--- src/rtl/imm_pkg.sv ---
// Shared immediate-format definitions: format select encoding and the instruction
// bit positions of each immediate field, common to the encoder and the core's sign extender.
package imm_pkg;

    typedef enum logic [1:0] {
        IMM_S    = 2'b00,
        IMM_I    = 2'b01,
        IMM_B    = 2'b10,
        IMM_RSVD = 2'b11
    } imm_src_e;

    localparam int INSTR_W = 32;

    // S-type: imm[11:5] high field, imm[4:0] low field
    localparam int S_HI_MSB = 31;
    localparam int S_HI_LSB = 25;
    localparam int S_LO_MSB = 11;
    localparam int S_LO_LSB = 7;

    // I-type: imm[11:0]
    localparam int I_MSB = 31;
    localparam int I_LSB = 20;

    // B-type: imm[12], imm[10:5], imm[4:1], imm[11]
    localparam int B_SIGN   = 31;
    localparam int B_HI_MSB = 30;
    localparam int B_HI_LSB = 25;
    localparam int B_LO_MSB = 11;
    localparam int B_LO_LSB = 8;
    localparam int B_BIT11  = 7;

endpackage

--- src/rtl/imm_pack.sv ---
// Combinational immediate packer: scatters a sign-extended immediate into S/I/B field slots.
// Optional range check enabled by defining IMM_RANGE_CHECK_EN.
module imm_pack
    import imm_pkg::*;
(
    input  logic [INSTR_W-1:0] i_base,
    input  logic [31:0]        i_imm,
    input  logic [1:0]         i_src,
    output logic [INSTR_W-1:0] o_instr,
    output logic               o_range_err
);

    logic [INSTR_W-1:0] w_field;

    always_comb begin
        w_field = '0;
        case (imm_src_e'(i_src))
            IMM_S: begin
                w_field[S_HI_MSB:S_HI_LSB] = i_imm[11:5];
                w_field[S_LO_MSB:S_LO_LSB] = i_imm[4:0];
            end
            IMM_I: begin
                w_field[I_MSB:I_LSB] = i_imm[11:0];
            end
            IMM_B: begin
                w_field[B_SIGN]            = i_imm[12];
                w_field[B_HI_MSB:B_HI_LSB] = i_imm[10:5];
                w_field[B_LO_MSB:B_LO_LSB] = i_imm[4:1];
                w_field[B_BIT11]           = i_imm[11];
            end
            default: w_field = '0;
        endcase
    end

    assign o_instr = i_base | w_field;

`ifdef IMM_RANGE_CHECK_EN
    logic w_fit12;
    logic w_fit13;

    // A value fits when every bit above the field's sign bit copies that sign bit
    assign w_fit12 = (&i_imm[31:11]) | ~(|i_imm[31:11]);
    assign w_fit13 = ((&i_imm[31:12]) | ~(|i_imm[31:12])) & ~i_imm[0];

    always_comb begin
        o_range_err = 1'b0;
        case (imm_src_e'(i_src))
            IMM_S, IMM_I: o_range_err = ~w_fit12;
            IMM_B:        o_range_err = ~w_fit13;
            default:      o_range_err = 1'b0;
        endcase
    end
`else
    logic w_unused_imm;

    assign w_unused_imm = ^{i_imm[31:13], i_imm[0]};
    assign o_range_err  = 1'b0;
`endif

endmodule

--- src/rtl/imm_encoder.sv ---
// Immediate encoder: packs requests via imm_pack into a 2-entry output FIFO with a
// word-address counter and sticky error flag. Optional range check: IMM_RANGE_CHECK_EN.
module imm_encoder
    import imm_pkg::*;
#(
    parameter int                    ADDR_WIDTH = 12,
    parameter logic [ADDR_WIDTH-1:0] BASE_ADDR  = '0
)(
    input  logic                  clk,
    input  logic                  rst_n,
    input  logic                  in_valid,
    output logic                  in_ready,
    input  logic [31:0]           base_instr,
    input  logic [31:0]           imm,
    input  logic [1:0]            imm_src,
    output logic                  out_valid,
    input  logic                  out_ready,
    output logic [31:0]           out_instr,
    output logic [ADDR_WIDTH-1:0] out_addr,
    output logic                  err,
    input  logic                  err_clr
);

    logic [31:0]           r_mem [2];
    logic                  r_wr_ptr;
    logic                  r_rd_ptr;
    logic [1:0]            r_count;
    logic [ADDR_WIDTH-1:0] r_addr;
    logic                  r_err;
    logic                  r_active;

    logic [31:0]           w_instr;
    logic                  w_range_err;
    logic                  w_full;
    logic                  w_empty;
    logic                  w_accept;
    logic                  w_drop;
    logic                  w_push;
    logic                  w_pop;

    imm_pack u_pack (
        .i_base      (base_instr),
        .i_imm       (imm),
        .i_src       (imm_src),
        .o_instr     (w_instr),
        .o_range_err (w_range_err)
    );

    assign w_full   = (r_count == 2'd2);
    assign w_empty  = (r_count == 2'd0);
    // r_active holds in_ready low until the first clock after reset release
    assign in_ready = r_active & ~w_full;
    assign w_accept = in_valid & in_ready;
    assign w_drop   = (imm_src_e'(imm_src) == IMM_RSVD) | w_range_err;
    assign w_push   = w_accept & ~w_drop;
    assign w_pop    = ~w_empty & out_ready;

    assign out_valid = ~w_empty;
    assign out_instr = w_empty ? 32'd0 : r_mem[r_rd_ptr];
    assign out_addr  = r_addr;
    assign err       = r_err;

    always_ff @(posedge clk) begin
        if (w_push) begin
            r_mem[r_wr_ptr] <= w_instr;
        end
    end

    always_ff @(posedge clk or negedge rst_n) begin
        if (!rst_n) begin
            r_wr_ptr <= 1'b0;
            r_rd_ptr <= 1'b0;
            r_count  <= 2'd0;
            r_addr   <= BASE_ADDR;
            r_err    <= 1'b0;
            r_active <= 1'b0;
        end else begin
            r_active <= 1'b1;
            if (w_push) begin
                r_wr_ptr <= ~r_wr_ptr;
            end
            if (w_pop) begin
                r_rd_ptr <= ~r_rd_ptr;
                r_addr   <= r_addr + 1'b1;
            end
            r_count <= r_count + 2'(w_push) - 2'(w_pop);
            // A new error on the same cycle as err_clr keeps the flag set
            if (w_accept && w_drop) begin
                r_err <= 1'b1;
            end else if (err_clr) begin
                r_err <= 1'b0;
            end
        end
    end

endmodule

--- config.mk ---
export PLATFORM = sky130hd
export DESIGN_NAME = imm_encoder
export DESIGN_NICKNAME = d
export VERILOG_FILES = /design/src/rtl/imm_pkg.sv /design/src/rtl/imm_pack.sv /design/src/rtl/imm_encoder.sv
export SDC_FILE = /design/constraint.sdc
export NUM_CORES = 1
export LEC_CHECK = 0
export CORE_AREA = 2 2 92 94
export CTS_CLUSTER_DIAMETER = 40
export DETAILED_ROUTE_END_ITERATION = 10
export DIE_AREA = 0 0 94 96
export GPL_TIMING_DRIVEN = 0
export PLACE_DENSITY = 0.85
export SLEW_MARGIN = 25
export SYNTH_ARGS = -nofsm -noshare
export SYNTH_HDL_FRONTEND = slang
export SYNTH_HIERARCHICAL = 1
export SYNTH_SLANG_ARGS = --single-unit
--- constraint.sdc ---
create_clock -name clk -period 3.5 [get_ports clk]
set_clock_uncertainty 0.15 [all_clocks]
set_input_delay 0.7 -clock clk [delete_from_list [all_inputs] [get_ports clk]]
set_output_delay 0.7 -clock clk [all_outputs]
set_load 0.02 [all_outputs]
# [Yosys cells after proc, flatten, opt, wreduce, memory -nomap -nowiden]
# Memory sizes are Yosys's and may differ from the RTL's.
# Index checks and enable logic that the tools add are counted.
[totals] register_bits=18 mem_bits_rw=64 out_inout_bits=47 mem_count=1
[op_classes] addsub=3 eq_ne=4 mux=8 bitwise_logic=10 n_reduce_logical=5
[mem_list] name="r_mem" depth=2 width=32 rd=1 rd_clocked_by_memory_dff=0 write_ports=1 line="imm_encoder.sv:24" rtl="logic [31:0] r_mem [2];"
[ops] operator="32-bit 2-to-1 mux" n=1
[ops] operator="32-bit bitwise OR" n=1
[ops] operator="7-bit one-hot mux with 2 select lines" n=1
[ops] operator="12-bit by 1-bit adder with 12-bit output, second input constant" n=1
[ops] operator="5-bit one-hot mux with 2 select lines" n=1
[ops] operator="2-bit equality test, second input constant" n=3
[ops] operator="5-bit 2-to-1 mux" n=1
[ops] operator="1-bit inverter" n=5
[ops] operator="1-bit bitwise AND" n=4
[ops] operator="2-bit zero test" n=2
[ops] operator="1-bit 2-to-1 mux" n=4
[ops] operator="2-bit by 1-bit adder with 2-bit output" n=1
[ops] operator="2-bit by 1-bit equality test with 1-bit output, second input constant" n=1
[ops] operator="2-bit nonzero test" n=1
[ops] operator="2-bit OR reduction" n=1
[ops] operator="2-bit by 1-bit subtractor with 2-bit output" n=1
[ops] operator="1-bit logical AND" n=1

# [Longest topological paths before layout]
# Gate-level depths: netlist (run 1).
[depth] depth_word=7 mapped_depth=8 depth_no_buf=8

# [By module]
# Netlist (run 1), hierarchy kept.
[modules_own_cells] module="imm_encoder" n_inst=1 cells_per_inst=203 area_per_inst_um2=3205.6 seq_area_each_um2=2372.3
[modules_own_cells] module="imm_pack" n_inst=1 cells_per_inst=39 area_per_inst_um2=286.5 seq_area_each_um2=0.0

# [Worst setup path before layout (run 1)]
# No wires, ideal clock.
[synth_timing] path_kind="reg2reg" startpoint="register r_count[0]" endpoint="memory r_mem[0][0], enable pin" setup_ns=0.421 t_arrival_ns=2.734 required_time_ns=2.929 setup_slack_ns=0.195 stages_incl_launch_ff=5 synth_period_minus_slack_ns=3.305 cell_sequence="dfrtp_1 inv_1 a21boi_0 nand3_1 nor2_1"
[synth_between] elab_chain_len=7
[synth_lines] item="from (decl)" line="imm_encoder.sv:27" rtl="logic [1:0] r_count;"
[synth_lines] item="from (signal assigned)" line="imm_encoder.sv:86" rtl="r_count <= r_count + 2'(w_push) - 2'(w_pop);"
[synth_lines] item="2-bit equality test" line="imm_encoder.sv:49" rtl="assign w_full = (r_count == 2'd2);"
[synth_lines] item="1-bit inverter" line="imm_encoder.sv:52" rtl="assign in_ready = r_active & ~w_full;"
[synth_lines] item="1-bit bitwise AND" line="imm_encoder.sv:52"
[synth_lines] item="net in_ready" line="imm_encoder.sv:12" rtl="output logic in_ready,"
[synth_lines] item="1-bit bitwise AND" line="imm_encoder.sv:53" rtl="assign w_accept = in_valid & in_ready;"
[synth_lines] item="1-bit bitwise AND" line="imm_encoder.sv:55" rtl="assign w_push = w_accept & ~w_drop;"
[synth_lines] item="1-bit 2-to-1 mux" line="imm_encoder.sv:64" rtl="if (w_push) begin"
[synth_lines] item="1-bit 2-to-1 mux (not written as such)" line="imm_encoder.sv:65" rtl="r_mem[r_wr_ptr] <= w_instr;"
[synth_lines] item="to (decl)" line="imm_encoder.sv:24"
# The timed path passes the listed nets, and every way through them passes these cells.

# [Worst setup path after layout (run 1)]
[layout_timing] startpoint="register r_count[1]" endpoint="output port out_instr[23]"
[layout_between] elab_chain_len=2
[layout_lines] item="2-bit zero test" line="imm_encoder.sv:50" rtl="assign w_empty = (r_count == 2'd0);"
[layout_lines] item="32-bit 2-to-1 mux" line="imm_encoder.sv:59" rtl="assign out_instr = w_empty ? 32'd0 : r_mem[r_rd_ptr];"
[layout_lines] item="to (decl)" line="imm_encoder.sv:18" rtl="output logic [31:0] out_instr,"
# No other way between the ends.

==> results.py, run 1 <==
metrics = {
    "status": {
        "status": "complete, no violations",
    },
    "layout": {
        "final_net_count": 412,
        "n_fill_cell": 648,
        "diodes": 0,
        "finalNonFillerCells": 448,
        "fin_area_um2": 4720,
        "utilization": 0.586,
        "areaGrowthSynthToFinish_pct": 35.1,
        "drive_above_1_share": 0.131,
    },
    "critical_path": {
        "r2r-start": "r_count[0]",
        "reg2reg_depth": 5,
        "r2r-end": "r_mem[0][20]",
        "critPathArrivalTime_ns": 2.27,
        "end_kind": "output port",
        "cp.required_ns": 2.65,
        "start_kind": "flip-flop",
        "cp-startpoint": "r_count[1]",
        "cp_max_fo": 10,
        "critPathKind": "reg -> out",
        "rrSetupSlack_ns": 1.26,
    },
    "drt": {
        "vias": 2121,
        "first_iter_violations": 80,
        "wl_per_cell_um": 15.0,
        "firstDrtPassIters": 6,
        "via_per_inst": 4.73,
        "drtAntennaViolNets": 0,
        "drcViolationCount": 0,
        "totalWireLength_mm": 6.73,
    },
    "synth": {
        "synth_nets": 316,
        "yosysSeqAreaShare": 0.679,
        "synth.yosys.warnings": 6,
        "ys_ff_latch": 82,
        "synth_area_um2": 3490,
        "netlist_instances": 242,
        "yosysTopAreaCell": "edfxtp_1",
        "yosysUniqueCellTypes": 32,
        "synthTopCellsByArea": "edfxtp_1 (55%), dfrtp_1 (13%), mux2i_1 (9.5%), nor2_1 (3.9%), buf_4 (3.4%)",
        "synth.avg_cell_area_um2": 14.4,
        "synth_top_area_share": 0.550,
    },
    "floorplanning": {
        "die_y_um": 96,
        "core-area_um2": 8050,
        "floorplan.initialDensity": 0.434,
        "rows": 33,
        "dieArea_um2": 9020,
        "die_w_um": 94,
        "ios": 118,
    },
    "global_routing": {
        "grt-ovfl-total": 0,
        "antenna_found_initial": 0,
        "grt_pass1_vias": 2216,
        "grt_use_total": 0.157,
        "grt_pass1_wl_mm": 10.5,
        "grt_max_degree": 23,
    },
    "cts": {
        "htree_levels": 3,
        "clkTransAtPathRegs_ns": 0.08,
        "cts_setup_buffers": 0,
        "cts_tree": "yes",
        "ctsHoldBuffers": 0,
        "cts-root-buf": "clkbuf_8",
        "cts_resized": 0,
        "cts_buffer_depth": 2,
        "clk_latency_ns": 0.33,
        "numCtsBuffers": 9,
        "cts_sinks": 82,
    },
    "placed_design": {
        "dp.cells": 432,
        "place_ws_ns": 0.562,
        "finalWeightedCongestion": 0.727,
        "place_area_um2": 4520,
        "place_hpwl_mm": 5.00,
        "port_buffers": 83,
    },
    "hold_path": {
        "worstHoldStart": "out_addr[11]",
        "hold_path_end": "out_addr[11]",
        "whs_path_depth": 1,
        "hold_class": "reg -> reg",
    },
    "run": {
        "max-cap-violations": 0,
    },
    "sta": {
        "relSlewSlack": 0.477,
        "max_freq_ghz": 0.321,
        "rsz0062_at_grt": "false",
        "timing.final.ws_setup_ns": 0.384,
        "maxSlewViolCount": 0,
        "fin_tns_setup_ns": 0,
        "period_needed_ns": 3.12,
        "max_slew.worst_pin.slew_ns": 0.783,
        "final_hold_viol_count": 0,
        "fin_crit_sh": 0.890,
        "setup_viol": 0,
        "holdWs_ns": 0.328,
    },
    "pwr": {
        "p_leak_nw": 1.87,
        "p_total_mw": 3.30,
        "power_density_nw_per_um2": 700,
        "irDropWorstVdd_v": 0.000474,
    },
}
-- state kept, by name, summed over array words and instances, names as in the netlist --
register,flops
r_wr_ptr,1
r_mem,64
out_addr,12
err,1
r_count,2
r_rd_ptr,1
r_active,1
-- worst max-delay path: stages, from the launching register on --
cell             delay, ns
dfrtp_1               0.43
nor2_1                0.41
clkbuf_1              0.43
nor2_1                0.10
clkdlybuf4s50_1       0.57
-- cells by family after synthesis --
group	count (synthesis)	share of synthesized area
AO/OA/AOI/OAI	21	0.0448
XOR/XNOR	15	0.0398
adder cells (fa/ha/maj)	3	0.0107
buffers and inverters	30	0.0530
flip-flops	82	0.679
multiplexers	34	0.0978
other	2	0.00215
AND/OR/NAND/NOR	55	0.0724
-- Yosys cell counts, drive strengths merged --
cell type  instances
edfxtp            64
nor2              36
mux2i             33
buf               21
dfrtp             18
a21o              15
xnor2             10
inv                6
nand2              5
xor2               5
and3               3
clkbuf             3
ha                 3
nand3              3
nor2b              3
and4               2
conb               2
nand4              2
a21boi             1
a21oi              1
a311o              1
mux2               1
nand2b             1
o21a               1
o21bai             1
o22ai              1
-- routing by layer --
metal,vias up,track usage,part of all wire
met1,1023,0.194,0.42
li1,1033,-,-
met3,4,0.0352,0.057
met2,61,0.273,0.52
met4,0,0.0543,0.0040
met5,-,0,0
-- cell usage in the layout, fill, tap and decap left out, types with 2 or more instances in the layout --
cell,instances
a21o_1,15
xnor2_1,10
clkinvlp_4,2
mux2i_1,33
edfxtp_1,64
buf_2,4
nor2_4,2
nor2_1,34
ha_1,3
nand4_1,2
buf_4,16
xor2_1,4
clkbuf_8,9
clkdlybuf4s50_1,83
buf_16,2
clkinv_4,2
conb_1,2
clkbuf_1,4
dfrtp_1,18
and3_1,2
inv_1,6
nor2b_1,2
nand3_1,3
nand2_1,5
-- power by group --
part / switching [mW] / internal (mW)
sequential: 0.0837 / 1.16
combinational: 0.735 / 0.676
clock: 0.321 / 0.331
total: 1.14 / 2.16
-- worst max path at each step --
stage | end | slack (ns)
floorplan | r_mem[0][0] | 0.19
global placement | r_mem[0][13] | -0.87
detailed placement | r_count[1] | 0.56
CTS | out_instr[22] | 0.30
global route | out_instr[24] | 0.18
finish | out_instr[23] | 0.38
-- final cells by class --
type | count | area [µm²] | area share
well taps | 105 | 131 | 0.0278
clock buffers | 10 | 128 | 0.0270
clock inverters | 6 | 67.6 | 0.0143
flip-flops and latches | 82 | 2370 | 0.503
inverters | 6 | 22.5 | 0.00477
repair buffers | 85 | 886 | 0.188
multi-input cells | 130 | 950 | 0.201
plain buffers | 24 | 163 | 0.0345
Power figures use the tool's default switching activity.
==> run 2, diff against run 1 <==
--- a/config.mk
+++ b/config.mk
@@ -5,14 +5,13 @@
 export SDC_FILE = /design/constraint.sdc
 export NUM_CORES = 1
 export LEC_CHECK = 0
-export CORE_AREA = 2 2 92 94
+export CORE_AREA = 2 2 90 92
 export CTS_CLUSTER_DIAMETER = 40
 export DETAILED_ROUTE_END_ITERATION = 10
-export DIE_AREA = 0 0 94 96
+export DIE_AREA = 0 0 92 94
 export GPL_TIMING_DRIVEN = 0
-export PLACE_DENSITY = 0.85
+export PLACE_DENSITY = 0.87
 export SLEW_MARGIN = 25
 export SYNTH_ARGS = -nofsm -noshare
 export SYNTH_HDL_FRONTEND = slang
-export SYNTH_HIERARCHICAL = 1
 export SYNTH_SLANG_ARGS = --single-unit
==> results.py, run 2 <==
metrics = {
    "pwr": {
        "swShare": 0.347,
        "irDropWorstVdd_v": 0.000394,
        "power_density_nw_per_um2": 740,
        "switching_power_mw": 1.22,
        "power_frac_seq": 0.365,
        "power_frac_comb": 0.421,
        "p_leak_nw": 1.84,
        "clock_power_share": 0.213,
        "p_total_mw": 3.53,
        "power.internal_mw": 2.31,
    },
    "cts": {
        "clk_latency_ns": 0.34,
        "numCtsBuffers": 9,
        "ctsHoldBuffers": 0,
        "cts_sinks": 82,
        "cts_buffer_depth": 2,
        "cts-root-buf": "clkbuf_8",
        "clkTransAtPathRegs_ns": 0.08,
        "htree_levels": 3,
        "cts_tree": "yes",
    },
    "global_routing": {
        "grt_pass1_vias": 2237,
        "antenna_found_initial": 0,
        "grt_use_total": 0.164,
        "grt-ovfl-total": 0,
        "grt_max_degree": 33,
        "grt_pass1_wl_mm": 10.7,
    },
    "drt": {
        "via_per_inst": 4.96,
        "totalWireLength_mm": 6.82,
        "highest_layer": "met4",
        "drcViolationCount": 0,
        "wl_per_cell_um": 15.4,
        "met3_wirelength_um": 368,
        "first_iter_violations": 106,
        "firstDrtPassIters": 4,
        "dr_wl_met2_mm": 3.44,
        "met1_length_mm": 2.90,
        "drtAntennaViolNets": 0,
        "vias": 2198,
    },
    "layout": {
        "drive_above_1_share": 0.111,
        "final_net_count": 409,
        "top_register": "r_mem",
        "areaGrowthSynthToFinish_pct": 40.3,
        "mostFrequentLayoutCell": "clkdlybuf4s50_1",
        "diodes": 0,
        "utilization": 0.627,
        "fin_area_um2": 4770,
        "final_cell_mix": "clkdlybuf4s50_1 (98), edfxtp_1 (64), nor2_1 (34), mux2i_1 (33), dfrtp_1 (18)",
        "largest_reg_flops": 64,
    },
    "critical_path": {
        "start_kind": "flip-flop",
        "critPathKind": "reg -> out",
        "reg2reg_depth": 2,
        "r2r-end": "r_mem[1][5]",
        "critPathArrivalTime_ns": 2.27,
        "cp.required_ns": 2.65,
        "r2r-start": "r_count[0]",
        "rrSetupSlack_ns": 1.59,
        "cp_max_fo": 10,
        "end_kind": "output port",
    },
    "synth": {
        "ys.flop_type": "edfxtp_1",
        "synth_edf_count": 64,
        "ys_ff_latch": 82,
        "synth.yosys.warnings": 0,
        "yosysUniqueCellTypes": 33,
        "synthTopCellsByArea": "edfxtp_1 (57%), dfrtp_1 (13%), mux2i_1 (9.7%), nor2_1 (3.9%), xnor2_1 (3.4%)",
        "synthTopCellsByCount": "edfxtp_1 (64), nor2_1 (35), mux2i_1 (33)",
        "netlist_instances": 226,
        "synth.avg_cell_area_um2": 15.0,
        "synth.most_common_cell": "edfxtp_1",
        "yosysSeqAreaShare": 0.698,
        "synthArstFlopShare": 0.220,
        "synth_area_um2": 3400,
        "synth_nets": 299,
        "yosysTopAreaCell": "edfxtp_1",
        "synth_top_area_share": 0.566,
    },
    "sta": {
        "rsz0062_at_grt": "false",
        "period_needed_ns": 3.12,
        "max_freq_ghz": 0.320,
        "relSlewSlack": 0.457,
        "final_hold_viol_count": 0,
        "setup_viol": 0,
        "fin_crit_sh": 0.893,
        "max_slew.worst_pin.slew_ns": 0.812,
        "maxSlewViolCount": 0,
        "holdWs_ns": 0.323,
    },
    "floorplanning": {
        "core-area_um2": 7610,
        "floorplan.initialDensity": 0.447,
        "dieArea_um2": 8650,
        "rows": 32,
        "die_w_um": 92,
        "die_y_um": 94,
        "ios": 118,
    },
    "placed_design": {
        "place_hpwl_mm": 4.92,
        "port_buffers": 98,
        "finalWeightedCongestion": 0.768,
        "place_area_um2": 4540,
    },
    "status": {
        "status": "complete, no violations",
    },
    "run": {
        "max-cap-violations": 0,
    },
    "hold_path": {
        "hold_path_end": "out_addr[11]",
        "worstHoldStart": "out_addr[11]",
        "whs_path_depth": 1,
        "hold_class": "reg -> reg",
    },
}
==> run 2: cell types whose count changed in the layout (fill, tap and decap cells not counted), moves of 3 or more <==
cell	change
a21o_2	+6
a21o_1	-6
buf_4	-16
clkdlybuf4s50_1	+15
xnor2_1	+3
inv_6	+3
inv_1	-4
==> run 2: how the worst max path moves through the flow <==
stage | startpoint | to | slack (ns) | cells after the start
global route | r_count[1] | out_instr[15] | 0.18 | 4
global placement | imm_src[1] | r_mem[0][18] | -1.16 | 5
CTS | r_count[1] | out_instr[10] | 0.16 | 4
finish | r_count[1] | out_instr[7] | 0.38 | 4
detailed placement | r_count[1] | out_instr[10] | 0.54 | 4
floorplan | imm_src[0] | r_mem[0][0] | 0.31 | 4
==> run 2: routing by layer <==
metal,vias up,global-route usage
met3,11,0.0417
met1,1069,0.198
met4,0,0.0746
li1,1045,-
met5,-,0
met2,73,0.280
==> run 2: critical path: stages (launching register included) <==
cell	delay [ns]
dfrtp_1	0.48
nor2_2	0.36
clkbuf_1	0.42
nor2_1	0.10
clkdlybuf4s50_1	0.57
==> run 2: what timing repair did <==
action / CTS / global route
setup buffers: 0 / 0
endpoints found under the setup margin: 0 / 1
resized for setup: 0 / 1
==> run 2: per-stage QoR <==
stage | instances | TNS, ns | setup slack, ns
finish | 443 | 0 | 0.375
global route | 443 | 0 | 0.181
CTS | 443 | 0 | 0.160
detailed placement | 427 | 0 | 0.539
global placement | 426 | -36.99 | -1.16
floorplan | 226 | 0 | 0.312
==> run 2: final cells by class <==
| class | instances | area (µm²) |
|---|---|---|
| clock buffers | 9 | 124 |
| well taps | 102 | 128 |
| flip-flops and latches | 82 | 2370 |
| fillers | 604 | 2840 |
| inverters | 2 | 7.51 |
| multi-input cells | 135 | 996 |
| repair buffers | 99 | 1010 |
| clock inverters | 7 | 100 |
| plain buffers | 7 | 31.3 |
==> run 2: power groups by stage <==
stage / Sequential, mW / Combinational, mW / Clock, mW
final: 1.29 / 1.49 / 0.753
after detailed placement: 1.31 / 1.51 / 0
after CTS: 1.29 / 1.51 / 0.776
after global routing: 1.31 / 1.60 / 0.821
after global placement: 1.30 / 1.48 / 0
after floorplan: 1.33 / 0.798 / 0
==> run 2: cell families (layout without fill, tap and decap cells) <==
family,after synthesis,after routing,synth area share
flops,82,82,0.698
simple gates,62,62,0.0902
mux,33,33,0.0972
compound gates,22,22,0.0556
xor+xnor,15,15,0.0387
buf+inv,9,124,0.0114
fa+ha+maj,2,2,0.00737
other cells,1,1,0.00110
==> run 3, diff against run 2 <==
--- a/config.mk
+++ b/config.mk
@@ -10,6 +10,7 @@
 export DETAILED_ROUTE_END_ITERATION = 10
 export DIE_AREA = 0 0 92 94
 export GPL_TIMING_DRIVEN = 0
+export MAX_ROUTING_LAYER = met4
 export PLACE_DENSITY = 0.87
 export SLEW_MARGIN = 25
 export SYNTH_ARGS = -nofsm -noshare
==> results.py, run 3 (synthesis gave the netlist of run 2 again) <==
metrics = {
    "drt": {
        "wl_per_cell_um": 15.4,
        "met1_length_mm": 2.92,
        "firstDrtPassIters": 6,
        "highest_layer": "met4",
        "vias": 2199,
        "first_iter_violations": 97,
        "via_per_inst": 4.96,
        "drcViolationCount": 0,
        "drtAntennaViolNets": 0,
        "met3_wirelength_um": 335,
        "totalWireLength_mm": 6.83,
        "dr_wl_met2_mm": 3.46,
    },
    "sta": {
        "final_hold_viol_count": 0,
        "max_slew.worst_pin.slew_ns": 0.814,
        "period_needed_ns": 3.13,
        "fin_tns_setup_ns": 0,
        "max_freq_ghz": 0.320,
        "rsz0062_at_grt": "false",
        "fin_crit_sh": 0.893,
        "setup_viol": 0,
        "maxSlewViolCount": 0,
        "relSlewSlack": 0.456,
    },
    "placed_design": {
        "port_buffers": 98,
        "place_hpwl_mm": 4.92,
        "place_area_um2": 4540,
        "dp.cells": 427,
        "finalWeightedCongestion": 0.778,
    },
    "layout": {
        "mostFrequentLayoutCell": "clkdlybuf4s50_1",
        "largest_reg_flops": 64,
        "areaGrowthSynthToFinish_pct": 40.3,
        "final_net_count": 409,
        "top_register": "r_mem",
        "drive_above_1_share": 0.111,
        "finalNonFillerCells": 443,
        "n_fill_cell": 604,
        "fin_area_um2": 4770,
        "final_cell_mix": "clkdlybuf4s50_1 (98), edfxtp_1 (64), nor2_1 (34), mux2i_1 (33), dfrtp_1 (18)",
        "diodes": 0,
    },
    "pwr": {
        "power_density_nw_per_um2": 740,
        "p_leak_nw": 1.84,
        "irDropWorstVdd_v": 0.000394,
    },
    "critical_path": {
        "end_kind": "output port",
        "critPathKind": "reg -> out",
        "cp.required_ns": 2.65,
        "critPathArrivalTime_ns": 2.28,
        "cp_max_fo": 10,
        "start_kind": "flip-flop",
    },
    "hold_path": {
        "hold_class": "reg -> reg",
    },
    "cts": {
        "ctsHoldBuffers": 0,
        "cts_tree": "yes",
        "clkTransAtPathRegs_ns": 0.08,
        "clk_latency_ns": 0.34,
        "htree_levels": 3,
        "cts_resized": 0,
        "numCtsBuffers": 9,
        "cts_sinks": 82,
        "cts_setup_buffers": 0,
        "cts-root-buf": "clkbuf_8",
        "cts_buffer_depth": 2,
    },
    "global_routing": {
        "grt-ovfl-total": 0,
        "grt_max_degree": 33,
        "antenna_found_initial": 0,
        "grt_use_total": 0.168,
        "grt_pass1_wl_mm": 10.7,
        "grt_pass1_vias": 2244,
    },
    "floorplanning": {
        "die_w_um": 92,
        "ios": 118,
        "floorplan.initialDensity": 0.447,
        "die_y_um": 94,
        "core-area_um2": 7610,
        "dieArea_um2": 8650,
        "rows": 32,
    },
    "status": {
        "status": "complete, no violations",
    },
    "run": {
        "max-cap-violations": 0,
    },
}
-- run 3: cell counts in the layout (fill, tap and decap cells not counted) --
No cell type changed its count.
-- run 3: path summary, 6_finish.rpt --
| path | cells past startpoint | slack [ns] | end | from |
|---|---|---|---|---|
| max in group asynchronous | 1 | 2.02 | r_rd_ptr | rst_n |
| max | 4 | 0.37 | out_instr[7] | r_count[1] |
| min in group asynchronous | 1 | 0.67 | out_addr[0] | rst_n |
| max reg2reg | 2 | 1.59 | r_mem[1][5] | r_count[0] |
| min | 1 | 0.32 | out_addr[11] | out_addr[11] |
| min reg2reg | 1 | 0.32 | out_addr[11] | out_addr[11] |
-- run 3: worst max-delay path, cell delays in order, from the launching register on --
cell and delay (ns):
dfrtp_1 0.48, nor2_2 0.36, clkbuf_1 0.42, nor2_1 0.10, clkdlybuf4s50_1 0.57
-- run 3: cell type report --
class                   count  area, µm²  area share
well taps                 102        128      0.0268
clock inverters             7        100      0.0210
multi-input cells         135        996       0.209
repair buffers             99       1010       0.212
inverters                   2       7.51     0.00157
clock buffers               9        124      0.0260
flip-flops and latches     82       2370       0.498
plain buffers               7       31.3     0.00656
-- run 3: power by group --
part / switching, mW / internal [mW]
Clock: 0.344 / 0.409
Sequential: 0.0952 / 1.19
Combinational: 0.785 / 0.703
Total: 1.22 / 2.31
-- run 3: routing by layer --
metal,vias up,GRT usage
li1,1044,-
met1,1070,0.201
met2,74,0.279
met3,11,0.0361
met4,0,0.0746
met5,-,-
-- run 3: stage by stage --
| step | utilization | setup WS, ns | power (mW) | hold slack [ns] |
|---|---|---|---|---|
| after floorplan | - | 0.312 | 2.13 | 0.254 |
| after global placement | 0.592 | -1.16 | 2.78 | 0.312 |
| after detailed placement | 0.597 | 0.539 | 2.82 | 0.316 |
| after CTS | 0.626 | 0.160 | 3.58 | 0.328 |
| after global routing | 0.627 | 0.183 | 3.72 | 0.372 |
| final | 0.627 | 0.375 | 3.53 | 0.323 |
